File: src/rtl/fp_div_pkg.sv
// Shared definitions for the FP divider post stage: rounding modes, special codes,
// FSM encoding, canonical constants and fflags bit positions.
package fp_div_pkg;

  localparam logic [2:0] RM_RNE = 3'b000;
  localparam logic [2:0] RM_RTZ = 3'b001;
  localparam logic [2:0] RM_RDN = 3'b010;
  localparam logic [2:0] RM_RUP = 3'b011;
  localparam logic [2:0] RM_RMM = 3'b100;

  localparam logic [2:0] SP_NONE    = 3'b000;
  localparam logic [2:0] SP_QNAN    = 3'b001;
  localparam logic [2:0] SP_INVALID = 3'b010;
  localparam logic [2:0] SP_INF     = 3'b011;
  localparam logic [2:0] SP_DIVZERO = 3'b100;
  localparam logic [2:0] SP_ZERO    = 3'b101;

  typedef enum logic [1:0] {
    ST_IDLE  = 2'd0,
    ST_WAIT  = 2'd1,
    ST_ROUND = 2'd2,
    ST_DONE  = 2'd3
  } state_t;

  localparam logic [31:0] CANON_NAN  = 32'h7FC0_0000;
  localparam logic [31:0] MAX_FINITE = 32'h7F7F_FFFF;
  localparam logic [31:0] POS_INF    = 32'h7F80_0000;

  localparam int FF_NX = 0;
  localparam int FF_UF = 1;
  localparam int FF_OF = 2;
  localparam int FF_DZ = 3;
  localparam int FF_NV = 4;

  typedef struct packed {
    logic [31:0] result;
    logic [4:0]  fflags;
  } fp_res_t;

  // Result for operands resolved before the mantissa divider runs; unknown codes give qNaN.
  function automatic fp_res_t special_result(input logic [2:0] code, input logic sign);
    fp_res_t r;
    r.result = CANON_NAN;
    r.fflags = '0;
    case (code)
      SP_INVALID: r.fflags[FF_NV] = 1'b1;
      SP_INF:     r.result = POS_INF | {sign, 31'b0};
      SP_DIVZERO: begin
        r.result = POS_INF | {sign, 31'b0};
        r.fflags[FF_DZ] = 1'b1;
      end
      SP_ZERO:    r.result = {sign, 31'b0};
      default:    ;
    endcase
    return r;
  endfunction

endpackage

File: src/rtl/fp_round_inc.sv
// Round-increment decision for a truncated significand, shared by the FP post stages.
// Reserved rounding modes fall back to round-to-nearest-even.
module fp_round_inc
  import fp_div_pkg::*;
(
  input  logic       sign,
  input  logic [2:0] rm,
  input  logic       lsb,
  input  logic       rnd,
  input  logic       stk,
  output logic       inc,
  output logic       inexact
);

  always_comb begin
    inexact = rnd | stk;
    case (rm)
      RM_RTZ:  inc = 1'b0;
      RM_RDN:  inc = inexact & sign;
      RM_RUP:  inc = inexact & ~sign;
      RM_RMM:  inc = rnd;
      default: inc = rnd & (stk | lsb);
    endcase
  end

endmodule

File: src/rtl/fp_div_post.sv
// Divider post stage: waits out the mantissa divider, then normalizes, rounds and
// packs a binary32 result with fflags behind a valid/ack handshake.
module fp_div_post
  import fp_div_pkg::*;
#(
  parameter int EXP_W  = 10,
  parameter int MANT_W = 24
) (
  input  logic              in_Clk,
  input  logic              in_Rst,
  input  logic              in_start,
  input  logic              in_sign,
  input  logic [EXP_W-1:0]  in_exp,
  input  logic [2:0]        in_rm,
  input  logic [2:0]        in_special,
  input  logic              in_div_stall,
  input  logic [MANT_W-1:0] in_quotient,
  input  logic              in_guard,
  input  logic              in_sticky,
  input  logic              in_ack,
  output logic [31:0]       out_result,
  output logic [4:0]        out_fflags,
  output logic              out_valid,
  output logic              out_busy
);

  // Two extra bits so exp-1 and exp+1 never wrap.
  localparam int EW = EXP_W + 2;

  state_t            state, state_nxt;
  logic              sign_q;
  logic [EXP_W-1:0]  exp_q;
  logic [2:0]        rm_q;
  logic [2:0]        spec_q;
  logic              seen_stall;
  logic [MANT_W-1:0] quo_q;
  logic              grd_q, stk_q;
  logic [31:0]       result_q;
  logic [4:0]        fflags_q;

  logic [EW-1:0]     e_pre, e_post;
  logic [MANT_W-1:0] mant, mant_rnd;
  logic [MANT_W:0]   sum;
  logic              rbit, inc, inexact, to_inf, uflow, oflow;
  fp_res_t           rnd_res;

  fp_round_inc u_round_inc (
    .sign    (sign_q),
    .rm      (rm_q),
    .lsb     (mant[0]),
    .rnd     (rbit),
    .stk     (stk_q),
    .inc     (inc),
    .inexact (inexact)
  );

  // Normalize: a quotient below 1.0 shifts the guard bit in and loses its round bit.
  always_comb begin
    if (quo_q[MANT_W-1]) begin
      mant  = quo_q;
      rbit  = grd_q;
      e_pre = {{2{exp_q[EXP_W-1]}}, exp_q};
    end else begin
      mant  = {quo_q[MANT_W-2:0], grd_q};
      rbit  = 1'b0;
      e_pre = {{2{exp_q[EXP_W-1]}}, exp_q} - EW'(1);
    end
  end

  always_comb begin
    sum = {1'b0, mant} + {{MANT_W{1'b0}}, inc};
    if (sum[MANT_W]) begin
      mant_rnd = {1'b1, {(MANT_W-1){1'b0}}};
      e_post   = e_pre + EW'(1);
    end else begin
      mant_rnd = sum[MANT_W-1:0];
      e_post   = e_pre;
    end
  end

  always_comb begin
    case (rm_q)
      RM_RTZ:  to_inf = 1'b0;
      RM_RDN:  to_inf = sign_q;
      RM_RUP:  to_inf = ~sign_q;
      default: to_inf = 1'b1;
    endcase
    uflow = e_pre[EW-1] | (e_pre == '0);
    oflow = ~e_post[EW-1] & (e_post >= EW'(255));

    rnd_res.result         = {sign_q, e_post[7:0], mant_rnd[MANT_W-2:0]};
    rnd_res.fflags         = '0;
    rnd_res.fflags[FF_NX]  = inexact;
    if (uflow) begin
      rnd_res.result        = {sign_q, 31'b0};
      rnd_res.fflags[FF_UF] = 1'b1;
      rnd_res.fflags[FF_NX] = 1'b1;
    end else if (oflow) begin
      rnd_res.result        = (to_inf ? POS_INF : MAX_FINITE) | {sign_q, 31'b0};
      rnd_res.fflags[FF_OF] = 1'b1;
      rnd_res.fflags[FF_NX] = 1'b1;
    end
  end

  always_comb begin
    state_nxt = state;
    case (state)
      ST_IDLE:  if (in_start) state_nxt = (in_special != SP_NONE) ? ST_DONE : ST_WAIT;
      ST_WAIT:  if (seen_stall && !in_div_stall) state_nxt = ST_ROUND;
      ST_ROUND: state_nxt = ST_DONE;
      ST_DONE:  if (in_ack) state_nxt = ST_IDLE;
      default:  state_nxt = ST_IDLE;
    endcase
  end

  always_ff @(posedge in_Clk or posedge in_Rst) begin
    if (in_Rst) begin
      state      <= ST_IDLE;
      sign_q     <= 1'b0;
      exp_q      <= '0;
      rm_q       <= '0;
      spec_q     <= '0;
      seen_stall <= 1'b0;
      quo_q      <= '0;
      grd_q      <= 1'b0;
      stk_q      <= 1'b0;
      result_q   <= '0;
      fflags_q   <= '0;
    end else begin
      state <= state_nxt;
      case (state)
        ST_IDLE: if (in_start) begin
          sign_q     <= in_sign;
          exp_q      <= in_exp;
          rm_q       <= in_rm;
          spec_q     <= in_special;
          seen_stall <= 1'b0;
          if (in_special != SP_NONE)
            {result_q, fflags_q} <= special_result(in_special, in_sign);
        end
        // The divider may need a cycle to raise stall; only its falling edge means done.
        ST_WAIT: begin
          if (in_div_stall) seen_stall <= 1'b1;
          else if (seen_stall) begin
            quo_q <= in_quotient;
            grd_q <= in_guard;
            stk_q <= in_sticky;
          end
        end
        ST_ROUND: {result_q, fflags_q} <= rnd_res;
        default: ;
      endcase
    end
  end

  assign out_result = result_q;
  assign out_fflags = fflags_q;
  assign out_valid  = (state == ST_DONE);
  assign out_busy   = (state != ST_IDLE);

endmodule

File: config.mk
export PLATFORM = sky130hd
export DESIGN_NAME = fp_div_post
export DESIGN_NICKNAME = d
export VERILOG_FILES = /design/src/rtl/fp_div_pkg.sv /design/src/rtl/fp_round_inc.sv /design/src/rtl/fp_div_post.sv
export SDC_FILE = /design/constraint.sdc
export NUM_CORES = 1
export LEC_CHECK = 0
export BUFFER_PORTS_ARGS = -buffer_cell sky130_fd_sc_hd__buf_4
export CAP_MARGIN = 20
export CORE_MARGIN = 2
export CORE_UTILIZATION = 57
export DETAILED_ROUTE_END_ITERATION = 7
export GPL_TIMING_DRIVEN = 0
export PLACE_DENSITY = 0.78
export SETUP_SLACK_MARGIN = 0.3
export SYNTH_ARGS = -nofsm -noshare
export SYNTH_HDL_FRONTEND = slang
export SYNTH_SLANG_ARGS = --single-unit
File: constraint.sdc
create_clock -name in_Clk -period 5.45 [get_ports in_Clk]
set_clock_uncertainty 0.05 [all_clocks]
set_input_delay 0 -clock in_Clk [delete_from_list [all_inputs] [get_ports in_Clk]]
set_output_delay 0 -clock in_Clk [all_outputs]
set_load 0.01 [all_outputs]
==> qor.yml <==
status: "finished, final reports clean"
areaGrowthSynthToFinish_pct: 29.74
grt_max_degree: 43
hpwl_um: 9471
critical_path_class: "flop to flop"
initialDrtViolationCount: 281
netlist_area_sq_um: 5061
routedWlPerCell_um: 16.44
gr-total-overflow: 0
ioPinCount: 87
synth_top_area_share_pct: 39.56
layout-drive-gt1-share_pct: 25.40
die_area_sq_um: 9649
vias: 4617
required_ns: 5.64
yosys_warnings: 0
min_path_type: "input port to flop"
yosysSeqAreaShare_pct: 39.56
place.gp.congestion: 0.8839
cts_sinks: 80
synthCells: 541
fp-row-count: 34
slowest_stage: "nor4_4"
p_per_area_nw_per_um2: 552.9
slew_headroom_pct: 39.08
yosysTopAreaCell: "dfrtp_1"
io_buffer_count: 86
final_hold_viol_count: 0
synth_area_leaders: "dfrtp_1 40%, mux2_2 10%, xor2_1 4.2%"
synth_edf_count: 0
crit-reg2reg-launch: "quo_q[23]$_DFFE_PP0P_"
period_share_pct: 88.64
cts-root-buf: "clkbuf_8"
post-route-util_pct: 75.66
critPathMaxFanout: 19
antenna_found_initial: 0
power_mw: 3.631
nNetsFinal: 746
crit_path_max_incr_delay_ns: 0.45
report.final.slew_viol_count: 0
hp-start: "in_ack"
ys_seq_elements: 80
grt_pass1_vias: 4383
die_h_um: 98.23
clk_path_buf_depth: 2
insertedDiodeCount: 0
grt_setup_unrepaired: "no"
vdd_drop_max_mv: 0.3142
drc_errors: 0
cp_cell_sequence: "buf_4 > buf_6 > clkbuf_4 > o2111ai_1 > a21oi_1 > ha_1 > ha_1 > nand4_1 > nor4_4 > nand4_1 > mux2_2 > a2111oi_2 > nand4b_1 > and2_1 > o21ai_2 > buf_2 > o21ai_0"
grt_pass1_wl_um: 21470
max_clock_freq_mhz: 207.0
cts.clk_slew.worst_paths_ns: 0.09
clkLatencyLatePin_ns: 0.37
critPathCaptureType: "flop"
die_x_um: 98.23
start_kind: "flop"
power.leakage_nw: 2.910
syn_avg_cell_area_sq_um: 9.355
cap_violations: 0
synth_nets: 599
tightest_slew_ns: 0.9069
ant_nets: 0
holdPathStages: 4
routed_wl_um: 13170
numCtsBuffers: 9
async_flop_share_pct: 100.0
cp-startpoint: "quo_q[23]$_DFFE_PP0P_"
firstDrtPassIters: 5
initial_core_util_pct: 58.32
period_minus_slack_ns: 4.831
synth_ff_type: "dfrtp_1"
synth_cell_types: 62
reg2reg_depth: 17
cp.arrival_ns: 5.02
coreArea_sq_um: 8678
cts_tree: "done"
routed_via_density: 5.764
htreeDepth: 3
grt_use_total_pct: 27.68
setup_violations: 0
## final timing paths
check | end | slack [ns]
worst min register to register | out_result[19]$_DFFE_PP0P_ | 0.44
worst max register to register | out_result[4]$_DFFE_PP0P_ | 0.62
max in group asynchronous | out_fflags[3]$_DFFE_PP0P_ | 4.58
worst min-delay path | state[1]$_DFFE_PP0P_ | 0.11
min in group asynchronous | exp_q[1]$_DFFE_PP0P_ | 0.18
worst max-delay path | out_result[4]$_DFFE_PP0P_ | 0.62
## synthesized netlist by cell type (all sizes together) (5+ instances only)
library cell / number
a21oi: 38
and2: 7
and3: 5
buf: 16
clkbuf: 20
dfrtp: 80
ha: 10
inv: 14
mux2: 47
mux2i: 19
nand2: 52
nand2b: 6
nand3: 25
nand4: 8
nor2: 35
nor2b: 5
nor3: 9
o21ai: 40
or3: 7
xnor2: 23
xor2: 24
## through the flow
stage,setup WS (ns),hold WS (ns),instance area (sq um),TNS [ns],std cells
final,0.6189,0.1066,6566,0,801
after global routing,0.3001,0.1473,6566,0,801
after CTS,0.4695,0.09948,6544,0,799
after detailed placement,-0.2232,0.01825,5864,-4.591,736
after global placement,-0.1389,0.1737,5842,-3.008,735
after floorplan,0.9210,0.04694,5061,0,541
## power breakdown
part	switching (mW)	total, mW	internal, mW
Sequential	0.277	1.14	0.866
Combinational	1.10	2.03	0.934
Clock	0.239	0.455	0.217
Total	1.61	3.63	2.02
## metal layers
| metal | vias up | wire length [um] | part of all wire [%] | GRT usage [%] |
|---|---|---|---|---|
| li1 | 2205 | - | - | - |
| met1 | 2236 | 5974 | 45 | 38.35 |
| met2 | 152 | 6297 | 48 | 45.26 |
| met3 | 24 | 650 | 4.9 | 4.009 |
| met4 | 0 | 242 | 1.8 | 8.851 |
| met5 | - | 0 | 0 | 0 |
## registers in the layout, summed over array words and instances (netlist names)
register and count:
out_result 32, quo_q 24, exp_q 10, out_fflags 5, rm_q 3, state 2, grd_q 1, seen_stall 1
sign_q 1, stk_q 1
## logic make-up after synthesis
group | after synthesis | synth area share (%)
muxes | 66 | 14.22
DFF | 80 | 39.56
buffers and inverters | 50 | 4.153
and+or+nand+nor | 179 | 18.00
xor gates and xnor gates | 48 | 8.578
AOI/OAI and AO/OA | 108 | 13.03
adders and majority gates | 10 | 2.472
## final cells by class
type | count | area (sq um)
clock buffers | 9 | 123.9
repair buffers | 137 | 1161
flip-flops and latches | 80 | 2002
plain buffers | 35 | 162.7
well taps | 108 | 135.1
fillers | 620 | 2112
clock inverters | 7 | 77.57
inverters | 14 | 55.05
multi-input cells | 411 | 2849
## worst max-delay path: cells and delay by family, from the launching register on
family	cells	cell delay [ns]
and+or+nand+nor	5	1.33
buffers and inverters	4	1.03
AOI/OAI and AO/OA	5	1.01
adders and majority gates	2	0.51
DFF	1	0.41
muxes	1	0.35
## layout by cell type, fill, tap and decap left out, types with 2 or more instances in the layout
cell type,n
xnor2_1,23
ha_1,10
a221o_1,2
a22o_1,2
xor2_1,24
and3_1,5
clkbuf_1,18
or4_1,4
nand4_1,8
nand4b_1,2
o31a_1,2
a21oi_1,37
o21ai_0,38
and2_1,6
mux2_2,46
buf_2,12
nor3b_1,2
or3_1,7
o211ai_1,3
nor2b_1,5
a211o_1,3
buf_4,89
dlygate4sd3_1,48
nor4_1,3
nand3_1,25
clkbuf_8,9
nand2_1,52
a211oi_1,2
nor2_1,35
nor3_1,8
o31ai_1,2
nand2b_1,6
nand3b_1,3
mux2i_1,19
inv_1,13
dfrtp_1,80
inv_6,3
## timing repair
| action | 4_1_cts | 5_1_grt |
|---|---|---|
| pin swaps | 0 | 2 |
| setup buffers | 0 | 2 |
| hold buffers | 48 | 0 |
| hold endpoints to repair | 82 | 0 |
| gates resized for setup | 1 | 5 |
| setup endpoints to repair | 33 | 33 |
Note: power is estimated with default switching activity, not from simulation.
